[src/rtl/instr_fetch.sv]
// Instruction fetch stage: two-state fill/run fetcher for a registered
// instruction memory, with a static backward-branch / JAL predictor.
module instr_fetch #(
    parameter logic [31:0] RESET_PC = 32'h0000_0000
) (
    input  logic        clk,
    input  logic        resetn,
    input  logic        l_pause,
    input  logic        redirect_valid,
    input  logic [31:0] redirect_pc,
    output logic [31:0] imem_addr,
    output logic        imem_renable,
    input  logic [31:0] imem_rdata,
    output logic [31:0] if_pc,
    output logic [31:0] if_instr,
    output logic        if_valid,
    output logic        if_pred_taken,
    output logic [31:0] if_pred_target
);

    typedef enum logic {
        FILL = 1'b0,
        RUN  = 1'b1
    } state_e;

    localparam logic [31:0] ALIGN_MASK = 32'hFFFF_FFFC;
    localparam logic [31:0] RESET_ADDR = RESET_PC & ALIGN_MASK;

    state_e      state_q, state_d;
    logic [31:0] fetch_pc_q, fetch_pc_d;
    logic [31:0] resp_pc_q, resp_pc_d;

    logic [6:0]  opcode;
    logic [31:0] imm_j;
    logic [31:0] imm_b;
    logic [31:0] imm;
    logic        predict;

    assign imem_addr    = fetch_pc_q;
    assign imem_renable = resetn;
    assign if_instr     = imem_rdata;
    assign if_pc        = resp_pc_q;
    assign if_valid     = (state_q == RUN) && !redirect_valid;

    // Static predictor: JAL always taken, conditional branch taken if backward.
    always_comb begin
        opcode  = imem_rdata[6:0];
        imm_j   = {{12{imem_rdata[31]}}, imem_rdata[19:12],
                   imem_rdata[20], imem_rdata[30:21], 1'b0};
        imm_b   = {{20{imem_rdata[31]}}, imem_rdata[7],
                   imem_rdata[30:25], imem_rdata[11:8], 1'b0};
        predict = 1'b0;
        imm     = imm_b;
        case (opcode)
            7'b1101111: begin
                predict = 1'b1;
                imm     = imm_j;
            end
            7'b1100011: begin
                predict = imem_rdata[31];
                imm     = imm_b;
            end
            default: begin
                predict = 1'b0;
                imm     = imm_b;
            end
        endcase
        if_pred_target = resp_pc_q + imm;
        if_pred_taken  = predict && (state_q == RUN);
    end

    // Next-state selection: redirect beats stall beats normal sequencing.
    always_comb begin
        fetch_pc_d = fetch_pc_q;
        resp_pc_d  = resp_pc_q;
        state_d    = state_q;
        if (redirect_valid) begin
            fetch_pc_d = redirect_pc & ALIGN_MASK;
            state_d    = FILL;
        end else if (!l_pause) begin
            if (state_q == FILL) begin
                resp_pc_d  = fetch_pc_q;
                fetch_pc_d = fetch_pc_q + 32'd4;
                state_d    = RUN;
            end else if (if_pred_taken) begin
                // The sequential word arriving next cycle is dropped by FILL.
                fetch_pc_d = if_pred_target & ALIGN_MASK;
                state_d    = FILL;
            end else begin
                resp_pc_d  = fetch_pc_q;
                fetch_pc_d = fetch_pc_q + 32'd4;
            end
        end
    end

    // State registers; asynchronous reset abandons any in-flight fetch.
    always_ff @(posedge clk or negedge resetn) begin
        if (!resetn) begin
            fetch_pc_q <= RESET_ADDR;
            resp_pc_q  <= RESET_ADDR;
            state_q    <= FILL;
        end else begin
            fetch_pc_q <= fetch_pc_d;
            resp_pc_q  <= resp_pc_d;
            state_q    <= state_d;
        end
    end

endmodule

[config.mk]
export PLATFORM = sky130hd
export DESIGN_NAME = instr_fetch
export DESIGN_NICKNAME = d
export VERILOG_FILES = /design/src/rtl/instr_fetch.sv
export SDC_FILE = /design/constraint.sdc
export NUM_CORES = 1
export LEC_CHECK = 0
export CAP_MARGIN = 0
export CORE_ASPECT_RATIO = 1.2
export CORE_UTILIZATION = 46
export DETAILED_ROUTE_END_ITERATION = 7
export GPL_TIMING_DRIVEN = 1
export PLACE_DENSITY = 0.91
export RECOVER_POWER = 50
export SLEW_MARGIN = 20
export SYNTH_ARGS = -nofsm -noshare
export SYNTH_HDL_FRONTEND = slang
export SYNTH_SLANG_ARGS = --single-unit
export TNS_END_PERCENT = 20
[constraint.sdc]
create_clock -name clk -period 6.6 [get_ports clk]
set_input_delay 1.32 -clock clk [delete_from_list [all_inputs] [get_ports clk]]
set_output_delay 1.32 -clock clk [all_outputs]
set_load 0.01 [all_outputs]
### After elaboration in Yosys (flattened, before gate mapping)

Cells that the tools add are included.

| word-level totals | value |
|---|---|
| bits in registers | 65 |
| bits of input ports | 68 |
| output and inout port bits | 131 |
| word-level logic and storage cells | 27 |

| operators by class | value |
|---|---|
| add/subtract/negate cells | 2 |
| equal/unequal tests | 4 |
| multiplexer cells | 12 |
| bitwise gates (word level) | 2 |
| reduce and logical (&&, ||, !) cells | 4 |

Operator list:

| kind | number |
|---|---|
| 32-bit two-way mux | 6 |
| 32-bit by 3-bit adder with 32-bit output (second input constant) | 1 |
| 32-bit adder | 1 |
| 20-bit two-way mux | 1 |
| 7-bit == test (second input constant) | 2 |
| 1-bit two-way mux | 4 |
| 3-bit AND reduction | 1 |
| 1-bit logical AND | 2 |
| 2-bit by 1-bit != test with 1-bit output (second input constant) | 1 |
| 2-bit != test (second input constant) | 1 |
| 1-bit NOT | 2 |
| 1-bit case mux with 2 select lines | 1 |
| 1-bit logical NOT | 1 |

### Logic depth before layout (Yosys ltp)

Gate-level depths: netlist of the first run.

| logic depth | value |
|---|---|
| word-level depth | 7 |
| mapped depth | 17 |
| mapped depth without buffers | 16 |

### Worst setup path before layout of the first run

OpenSTA, ideal clock, no wires.

| timing path | value |
|---|---|
| path kind | input to output |
| start | input imem_rdata[5] |
| end | output if_pred_target[29] |
| arrival time | 4439 ps |
| required time | 5280 ps |
| slack | 841 ps |
| stages on the path | 15 |
| buffers on the path | 1 |
| cell sequence | nand3_1 nor3b_1 nand3_1 and2_1 clkbuf_1 a21o_1 ha_1 a21o_1 a311o_1 a221oi_2 a21oi_1 o22ai_2 o31ai_1 nor4b_1 or3_1 |

| between the ends | value |
|---|---|
| cells in the longest elaborated chain, start to end | 3 |

RTL lines:

| what | line | source |
|---|---|---|
| start: declaration | 13 | `input logic [31:0] imem_rdata,` |
| 7-bit == test | 54 | `case (opcode)` |
| 20-bit two-way mux | 54 |  |
| 32-bit adder | 68 | `if_pred_target = resp_pc_q + imm;` |
| end: declaration | 18 | `output logic [31:0] if_pred_target` |

Every way passes these cells.

### Worst setup path after layout of the first run

Ends and elaborated chain as after synthesis.

==> metrics.md, run 1 <==
| Metric | Value |
|---|---|
| Final Hold Fails | 0 |
| CP arrival | 5160 ps |
| First-pass GRT wire length | 28000 um |
| # rows | 42 |
| Crit path to | if_pred_target[29] |
| HPWL Detailed | 13300 um |
| Via count | 5781 |
| Setup Skew | 3.60 ps |
| Final #Nets | 946 |
| Number of max-cap violations | 0 |
| CTS Root Cell | clkbuf_16 |
| Die Y-Extent | 120 um |
| Worst EP required | 5280 ps |
| # setup viols final | 0 |
| FMAX | 154 MHz |
| Startpoint types | input pin |
| Hold_buf cts | 0 |
| Ant. Diodes | 0 |
| Critical Path End Type | output pin |
| Hold Path Cell Cnt | 1 |
| Synth cell types | 70 |
| FF-to-FF path depth | 12 |
| VDD IR-drop max | 0.172 mV |
| Hold Path Class | reg2reg |
| Setup crit start | imem_rdata[5] |
| Die area | 12100 um2 |
| All-Layer GR Usage | 29.9% |
| Vias in the first global route | 5625 |
| RSZ-0062 raised after global routing | yes |
| Register bit count reported by yosys | 61 |
| Routed Antenna Nets | 0 |
| 1st-pass router iterations | 5 |
| Worst-Margin Slew | 1090 ps |
| Post-synth ARST share | 100% |
| EDFF count, synth | 0 |
| Total grt overflow | 0 |
| Layout Utilization | 70.0% |
| Leakage | 3.47 nW |
| Fraction of layout cells with a size suffix above 1 | 15.5% |
| IO buf count | 191 |
| DR vias/cell | 5.76 |
| Setup tns final | 0 ps |
| Most used flip-flop cell after synthesis | dfrtp_1 |
| DRC Markers | 0 |
| DIE WIDTH | 101 um |
| Ys Warns | 0 |
| GPL Wtd Cong | 0.959 |
| Clock Latency Late Sink | 330 ps |
| Total placed cells including tap cells | 985 |
| H-tree depth | 3 |
| Layout Cells excl Fill | 1003 |
| IO Pins | 199 |
| Minimum clock period | 6480 ps |
| Post-Synthesis Cell Area | 5380 um2 |
| Crit Reg-Reg Startpoint | if_pc[8]$_DFFE_PN0P_ |
| Post-synthesis sequential area ratio | 28.4% |
| Critical-path maximum fanout | 4 |
| CORE AREA | 11200 um2 |
| Clock transition at path regs | 50 ps |
| Slew Limit Fails | 0 |
| Cells after Synth | 656 |
| Worst Path Class, Setup | in2out |
| TritonCTS buffer count | 9 |
| Initial Util | 48.0% |
| Wire per inst | 17.8 um |
| Slew HR | 26.6% |
| Avg Inst Size Synth | 8.19 um2 |
| Initial antenna violation count | 0 |
| CTS tree | done |
| Reg-to-reg endpoint | imem_addr[25]$_DFFE_PN0P_ |
| Fin crit share | 98.2% |
| Pwr dens | 259 nW/um2 |
| Final WL | 17900 um |
| Reg2reg setup slack | 3390 ps |
| P&R area growth vs syn | 45.8% |
| Clock Tree Buf Depth | 2 |
| Hold Slack | 533 ps |
| DR iter-0 viols | 392 |
| Largest net degree at the start of global routing | 63 |
| Outcome | finished, final reports clean |
| CTS Sinks | 61 |
-- through the flow --
step	cell area [um2]	power, mW	setup slack, ps
2_1_floorplan	5390	1.00	841
3_3_place_gp	7460	1.54	-322
3_5_place_dp	7460	1.56	-339
4_1_cts	7790	2.02	-204
5_1_grt	7840	2.14	-39.6
6_report	7840	2.03	120
-- critical path, cell delays in order --
cell	delay, ps
clkdlybuf4s50_1	490
nand3_1	100
nor3b_2	220
buf_4	160
and3_4	190
buf_4	130
a21o_1	140
ha_1	240
a21o_1	200
a311o_1	350
a221oi_2	250
a21oi_1	120
o22ai_2	280
o31ai_2	120
buf_4	170
nor4b_1	130
or3_1	350
dlymetal6s2s_1	190
-- cell usage in the layout, fill, tap and decap left out, types with 7 or more instances in the layout --
cell	Yosys	routed
nor2_1	45	45
nand4_1	10	10
a21oi_1	51	50
xnor2_1	21	21
dlygate4sd3_1	0	11
clkdlybuf4s50_1	0	165
a211oi_1	8	8
xor2_1	9	8
dfrtp_1	61	61
buf_4	38	56
nand2b_1	7	7
a21o_1	24	24
ha_1	33	33
a31oi_1	15	15
clkbuf_16	0	9
nand2_1	75	75
mux2_2	31	31
o21ai_0	47	43
nand3_1	23	22
a221o_1	8	8
nor3_1	12	10
inv_1	17	17
-- final cells by class --
cell class                 instances  area, um2
inverter                          17       63.8
clock buffer                      14        284
sequential                        61       1530
tap                              154        193
multi-input combinational        508       3440
timing repair buffer             247       2320
fill                             850       3360
clock inverter                     2       15.0
-- cell families (layout without fill, tap and decap cells) --
| family | after synthesis | in the layout | synth area share [%] |
|---|---|---|---|
| XOR/XNOR | 30 | 30 | 4.89 |
| AND/OR/NAND/NOR | 213 | 213 | 19.5 |
| buffers and inverters | 91 | 280 | 9.12 |
| multiplexers | 34 | 34 | 7.17 |
| adder cells (fa/ha/maj) | 34 | 34 | 8.05 |
| other | 2 | 6 | 0.140 |
| AO/OA/AOI/OAI | 191 | 191 | 22.7 |
| flip-flops | 61 | 61 | 28.4 |
-- Yosys cell counts, types with 4 or more instances --
cell type  instances  area (um2)
inv_1             17        63.8
nor4_1             4        25.0
nand2_1           75         282
o21bai_1           5        37.5
a21o_1            24         180
xnor2_1           21         184
o21ai_0           47         235
a31oi_1           15        93.8
buf_1              4        15.0
and3_1             7        43.8
nor2_1            45         169
a21oi_1           51         255
nand3b_1           5        37.5
dfrtp_1           61        1530
nor3_1            12        60.1
o22ai_1            4        25.0
clkbuf_1          29         109
xor2_1             9        78.8
a211oi_1           8        60.1
nand2b_1           7        43.8
mux2_2            31         349
o31ai_1            4        30.0
nand4_1           10        62.6
ha_1              33         413
a221o_1            8        80.1
nand3_1           23         115
buf_4             38         285
-- where the power goes --
part | switching [mW] | internal (mW)
clock network | 0.175 | 0.295
logic | 0.500 | 0.561
registers | 0.0691 | 0.428
-- flip-flops by register name, indices dropped and copies added (netlist names) --
name / count
imem_addr: 30
if_pc: 30
state_q: 1
-- how the worst min path moves through the flow --
stage	from	to	slack, ps
after floorplan	if_pc[9]$_DFFE_PN0P_	if_pc[9]$_DFFE_PN0P_	540
after global placement	if_pc[28]$_DFFE_PN0P_	if_pc[28]$_DFFE_PN0P_	520
after detailed placement	if_pc[26]$_DFFE_PN0P_	if_pc[26]$_DFFE_PN0P_	530
after CTS	if_pc[26]$_DFFE_PN0P_	if_pc[26]$_DFFE_PN0P_	540
after global routing	if_pc[8]$_DFFE_PN0P_	if_pc[8]$_DFFE_PN0P_	550
final	if_pc[26]$_DFFE_PN0P_	if_pc[26]$_DFFE_PN0P_	530
-- timing repair --
item	4_1_cts	5_1_grt
pin swaps	3	9
gates resized for setup	14	22
setup buffers	0	2
endpoints found under the setup margin	13	17
-- per-layer routing --
layer / vias to the layer above / global-route usage, % / part of all wire (%)
li1: 2722 / - / -
met1: 2689 / 36.7 / 40
met2: 318 / 49.7 / 49
met3: 52 / 6.01 / 8.0
met4: 0 / 14.8 / 3.4
met5: - / 0 / 0
Note: power is estimated with default switching activity, not from simulation.
==> run 2: changes to the inputs <==
--- a/config.mk
+++ b/config.mk
@@ -12,6 +12,7 @@
 export GPL_TIMING_DRIVEN = 1
 export PLACE_DENSITY = 0.91
 export RECOVER_POWER = 50
+export SKIP_CTS_REPAIR_TIMING = 1
 export SLEW_MARGIN = 20
 export SYNTH_ARGS = -nofsm -noshare
 export SYNTH_HDL_FRONTEND = slang
==> constraint.sdc (replaced) <==
create_clock -name clk -period 6.6 [get_ports clk]
set_input_delay 0.99 -clock clk [delete_from_list [all_inputs] [get_ports clk]]
set_output_delay 0.99 -clock clk [all_outputs]
set_load 0.01 [all_outputs]
==> run 2 against run 1 <==
  * The run now ends with capacitance limit, slew limit left
  * Global-route usage shrank 1.5 points
  * Fmax up 2.6%
  * Count of clock-buffer cells in the layout is 2 lower
  * Worst setup slack improved by 160 ps
  * Sequential share of layout area up 0.84 points
  * Die area is the same
  * Utilization is 2.9 points lower
  * Wire length fell by 3.8%
  * Register-to-register slack improved by 70 ps
  * Critical endpoint unchanged
==> metrics.md, run 2 (synthesized netlist as in run 1, its figures left out) <==
| Metric | Value |
|---|---|
| Sw power | 0.719 mW |
| 1st-pass router iterations | 5 |
| CP peak stage delay | 500 ps |
| Ant. Diodes | 0 |
| Crit Reg-Reg Startpoint | if_pc[4]$_DFFE_PN0P_ |
| Final #Nets | 902 |
| FMAX | 158 MHz |
| CTS Sinks | 61 |
| Die area | 12100 um2 |
| Fin crit share | 95.7% |
| Clock Tree Buf Depth | 2 |
| DRC Markers | 0 |
| Critical Path End Type | output pin |
| P&R area growth vs syn | 39.8% |
| Setup Skew | 8.31 ps |
| Internal power | 1.28 mW |
| HPWL Detailed | 12700 um |
| Setup tns final | 0 ps |
| VDD IR-drop max | 0.139 mV |
| All-Layer GR Usage | 28.4% |
| Hold Slack | 535 ps |
| Initial Util | 48.0% |
| Clock transition at path regs | 50 ps |
| Minimum clock period | 6320 ps |
| Slew HR | -129% |
| Reg2reg setup slack | 3460 ps |
| Slew Limit Fails | 63 |
| Worst Path Class, Setup | in2out |
| Final Hold Fails | 0 |
| Outcome | complete, but fails checks |
| Clock Latency Late Sink | 340 ps |
| Pwr dens | 265 nW/um2 |
| Initial antenna violation count | 0 |
| Number of max-cap violations | 1 |
| DIE WIDTH | 101 um |
| Fraction of layout cells with a size suffix above 1 | 9.81% |
| Total power | 1.99 mW |
| Pre-CTS setup slack | -28.3 ps |
| DR vias/cell | 5.92 |
| Reg-to-reg endpoint | imem_addr[27]$_DFFE_PN0P_ |
| # setup viols final | 0 |
| Leakage | 3.25 nW |
| IO buf count | 191 |
| Hold Path Class | reg2reg |
| Routed Antenna Nets | 0 |
| Worst path top cell family by delay | compound AO/OA/AOI/OAI gates |
| Worst-Margin Slew | 3430 ps |
| Crit-path cells | clkdlybuf4s50_1 > nand3_1 > nor3b_1 > buf_4 > nand3_4 > and2_4 > a21o_1 > ha_1 > a21o_1 > a311o_1 > a221oi_2 > a21oi_1 > o22ai_2 > o31ai_2 > buf_4 > nor4b_1 > or3_1 > clkdlybuf4s50_1 |
| Power share of the sequential group | 24.9% |
| Largest net degree at the start of global routing | 63 |
| First-pass GRT wire length | 26700 um |
| Startpoint types | input pin |
| Via count | 5678 |
| FF-to-FF path depth | 11 |
| Worst EP required | 5610 ps |
| CTS Root Cell | clkbuf_16 |
| Die Y-Extent | 120 um |
| Hold_sp | if_pc[8]$_DFFE_PN0P_ |
| Buffers plus inverters on the worst setup path | 4 |
| Total placed cells including tap cells | 941 |
| IO Pins | 199 |
| Most common cell after layout, fill and taps aside | clkdlybuf4s50_1 |
| TritonCTS buffer count | 9 |
| Failing checks | capacitance limit, slew limit |
| # rows | 42 |
| GPL Wtd Cong | 0.965 |
| Post-route cell area | 7510 um2 |
| Layout Utilization | 67.1% |
| DR iter-0 viols | 445 |
| Power share of the clock group | 26.3% |
| Hold Path Cell Cnt | 1 |
| Final WL | 17200 um |
| Layout Cells excl Fill | 959 |
| Wire per inst | 17.9 um |
| Hold endpoint | if_pc[8]$_DFFE_PN0P_ |
| Cell Area, Placed | 7130 um2 |
| Sw Share | 36.0% |
| H-tree depth | 3 |
| Combinational Power Share | 48.9% |
| CP arrival | 5330 ps |
| Worst path slowest cell | clkdlybuf4s50_1 |
| CTS tree | done |
| Critical-path maximum fanout | 8 |
| PnR worst setup slack | 284 ps |
| Total grt overflow | 0 |
| Vias in the first global route | 5345 |
| CORE AREA | 11200 um2 |
| Most frequent cells in the layout | clkdlybuf4s50_1 (127), nand2_1 (75), dlygate4sd3_1 (62) |
[run 2: cell count changes in the layout (fill, tap and decap cells not counted), moves of 4 or more]
cell | before | now
buf_4 | 56 | 10
dlygate4sd2_1 | 4 | 0
dlygate4sd3_1 | 11 | 62
dlymetal6s2s_1 | 6 | 0
o21ai_0 | 43 | 47
o21ai_1 | 6 | 2
clkdlybuf4s50_1 | 165 | 127
[run 2: power groups by stage]
stage	clock (mW)	sequential (mW)	combinational, mW
2_1_floorplan	0	0.510	0.495
3_3_place_gp	0	0.500	0.953
3_5_place_dp	0	0.502	0.967
4_1_cts	0.528	0.497	0.975
5_1_grt	0.544	0.503	1.05
6_report	0.524	0.496	0.975
[run 2: worst max-delay path by stage]
stage | from | end | slack [ps] | depth (start not counted)
3_5_place_dp | imem_rdata[5] | if_pred_target[31] | -30 | 18
6_report | imem_rdata[5] | if_pred_target[29] | 280 | 18
2_1_floorplan | imem_rdata[5] | if_pred_target[29] | 1500 | 15
5_1_grt | imem_rdata[5] | if_pred_target[29] | -40 | 19
4_1_cts | imem_rdata[5] | if_pred_target[31] | -30 | 18
3_3_place_gp | imem_rdata[5] | if_pred_target[31] | 100 | 18
[run 2: layout make-up]
type	instances	area, um2
fillers	889	3680
clock inverters	4	70.1
well taps	154	193
repair buffers	203	1980
inverters	17	63.8
flip-flops and latches	61	1530
multi-input cells	508	3420
clock buffers	12	256
[run 2: per-layer routing]
| metal | part of all wire, % | track usage, % |
|---|---|---|
| met5 | 0 | 0 |
| met4 | 4.1 | 14.2 |
| met3 | 9.1 | 5.72 |
| met2 | 48 | 47.5 |
| met1 | 39 | 34.5 |
==> run 3: changes to the inputs <==
--- a/config.mk
+++ b/config.mk
@@ -11,7 +11,7 @@
 export DETAILED_ROUTE_END_ITERATION = 7
 export GPL_TIMING_DRIVEN = 1
 export PLACE_DENSITY = 0.91
-export RECOVER_POWER = 50
+export RECOVER_POWER = 25
 export SKIP_CTS_REPAIR_TIMING = 1
 export SLEW_MARGIN = 20
 export SYNTH_ARGS = -nofsm -noshare
==> constraint.sdc (replaced) <==
create_clock -name clk -period 7 [get_ports clk]
set_input_delay 1.05 -clock clk [delete_from_list [all_inputs] [get_ports clk]]
set_output_delay 1.05 -clock clk [all_outputs]
set_load 0.01 [all_outputs]
==> run 3 against run 2 <==
  * The run still ends with capacitance limit, slew limit left
  * Clock power decreased by 8.4%
  * Sequential share of layout area is 0.16 points higher
  * Hold slack lost 2.2 ps
  * Wire length grew 0.78%
  * Critical endpoint is now if_pred_target[28]
  * Largest power group unchanged
==> metrics.md, run 3 (synthesized netlist as in run 1, its figures left out) <==
| Metric | Value |
|---|---|
| Outcome | complete, but fails checks |
| Failing checks | capacitance limit, slew limit |
| First-pass GRT wire length | 27200 um |
| DR iter-0 viols | 392 |
| Cell Area, Placed | 7140 um2 |
| Setup tns final | 0 ps |
| P&R area growth vs syn | 38.7% |
| Top routing layer in use | met4 |
| Critical Path End Type | output pin |
| Initial antenna violation count | 0 |
| Worst-Margin Slew | 3460 ps |
| Largest net degree at the start of global routing | 63 |
| Total grt overflow | 0 |
| Most common cell after layout, fill and taps aside | clkdlybuf4s50_1 |
| DRC Markers | 0 |
| TritonCTS buffer count | 9 |
| Die area | 12100 um2 |
| Total placed cells including tap cells | 942 |
| Minimum clock period | 6650 ps |
| Met1 WL | 6840 um |
| Routed length on met3 | 1440 um |
| RSZ-0062 raised after global routing | no |
| 1st-pass router iterations | 5 |
| Slew HR | -131% |
| VDD IR-drop max | 0.162 mV |
| Hold Path Cell Cnt | 1 |
| Startpoint types | input pin |
| CTS Sinks | 61 |
| Hold Path Class | reg2reg |
| H-tree depth | 3 |
| Die Y-Extent | 120 um |
| Clock Tree Buf Depth | 2 |
| Most frequent cells in the layout | clkdlybuf4s50_1 (188), nand2_1 (75), dfrtp_1 (61) |
| DIE WIDTH | 101 um |
| Critical-path maximum fanout | 5 |
| Routed Antenna Nets | 0 |
| Number of max-cap violations | 1 |
| Fin crit share | 95.0% |
| Clock transition at path regs | 50 ps |
| Wire per inst | 18.1 um |
| # setup viols final | 0 |
| Initial Util | 48.0% |
| CORE AREA | 11200 um2 |
| # rows | 42 |
| WL met2 | 8510 um |
| Final WL | 17300 um |
| IO buf count | 191 |
| CTS tree | done |
| Ant. Diodes | 0 |
| IO Pins | 199 |
| Final Hold Fails | 0 |
| Leakage | 3.17 nW |
| CTS Root Cell | clkbuf_16 |
| Vias in the first global route | 5258 |
| Worst EP required | 5950 ps |
| Setup Skew | 10.8 ps |
| Worst Path Class, Setup | in2out |
| DR vias/cell | 5.86 |
| FF-to-FF path depth | 11 |
| Clock Latency Late Sink | 350 ps |
| CP arrival | 5600 ps |
| Post-route cell area | 7460 um2 |
| All-Layer GR Usage | 29.1% |
| FMAX | 150 MHz |
| Layout Cells excl Fill | 958 |
| Via count | 5617 |
| Pwr dens | 252 nW/um2 |
| GPL Wtd Cong | 0.996 |
| HPWL Detailed | 12700 um |
| Fillcell total | 936 |
| Fraction of layout cells with a size suffix above 1 | 9.20% |
| Total power | 1.88 mW |
| Slew Limit Fails | 63 |
| Final #Nets | 901 |
## run 3: area by class of cell
cell class	instances	area (um2)	area share [%]
multi-input cells	508	3380	45.3
repair buffers	202	1980	26.6
flip-flops and latches	61	1530	20.5
clock buffers	9	225	3.02
well taps	154	193	2.58
clock inverters	7	90.1	1.21
inverters	17	63.8	0.856
## run 3: metrics by stage
| stage | worst slack, ps | utilization, % | hold WS, ps |
|---|---|---|---|
| 4_1_cts | 358 | 66.6 | 542 |
| 5_1_grt | 62.1 | 66.6 | 556 |
| 3_3_place_gp | 438 | 63.8 | 521 |
| 2_1_floorplan | 1780 | - | 537 |
| 6_report | 352 | 66.6 | 533 |
| 3_5_place_dp | 394 | 63.8 | 532 |
## run 3: path summary, 6_finish.rpt
| kind | endpoint | slack, ps | start |
|---|---|---|---|
| worst max register to register | imem_addr[28]$_DFFE_PN0P_ | 3780 | if_pc[3]$_DFFE_PN0P_ |
| worst min register to register | if_pc[20]$_DFFE_PN0P_ | 530 | if_pc[20]$_DFFE_PN0P_ |
| worst min-delay path | if_pc[20]$_DFFE_PN0P_ | 530 | if_pc[20]$_DFFE_PN0P_ |
| worst max-delay path | if_pred_target[28] | 350 | imem_rdata[5] |
| min in group asynchronous | if_pc[28]$_DFFE_PN0P_ | 1980 | resetn |
| max in group asynchronous | if_pc[13]$_DFFE_PN0P_ | 3070 | resetn |
## run 3: power breakdown
part	leakage, nW	switching [mW]	internal [mW]
clock network	0.151	0.171	0.309
registers	0.733	0.0656	0.404
logic	2.28	0.446	0.481
## run 3: worst max-delay path, stage by stage
cell and delay (ps):
clkdlybuf4s50_1 480, nand3_1 80, nor3b_1 420, nand3_1 200, buf_4 200, nand2_1 60, nand2_1 60, ha_1 330
a211oi_1 340, o21ai_0 200, nor4bb_1 170, buf_4 140, nor2_1 160, o21ai_0 170, o221ai_1 460, o21ai_0 200
xnor2_1 260, clkdlybuf4s50_1 600
## run 3: layer usage
| layer | vias up | global-route usage, % |
|---|---|---|
| met3 | 42 | 4.68 |
| met2 | 293 | 49.4 |
| li1 | 2637 | - |
| met5 | - | 0 |
| met4 | 0 | 13.5 |
| met1 | 2645 | 35.9 |
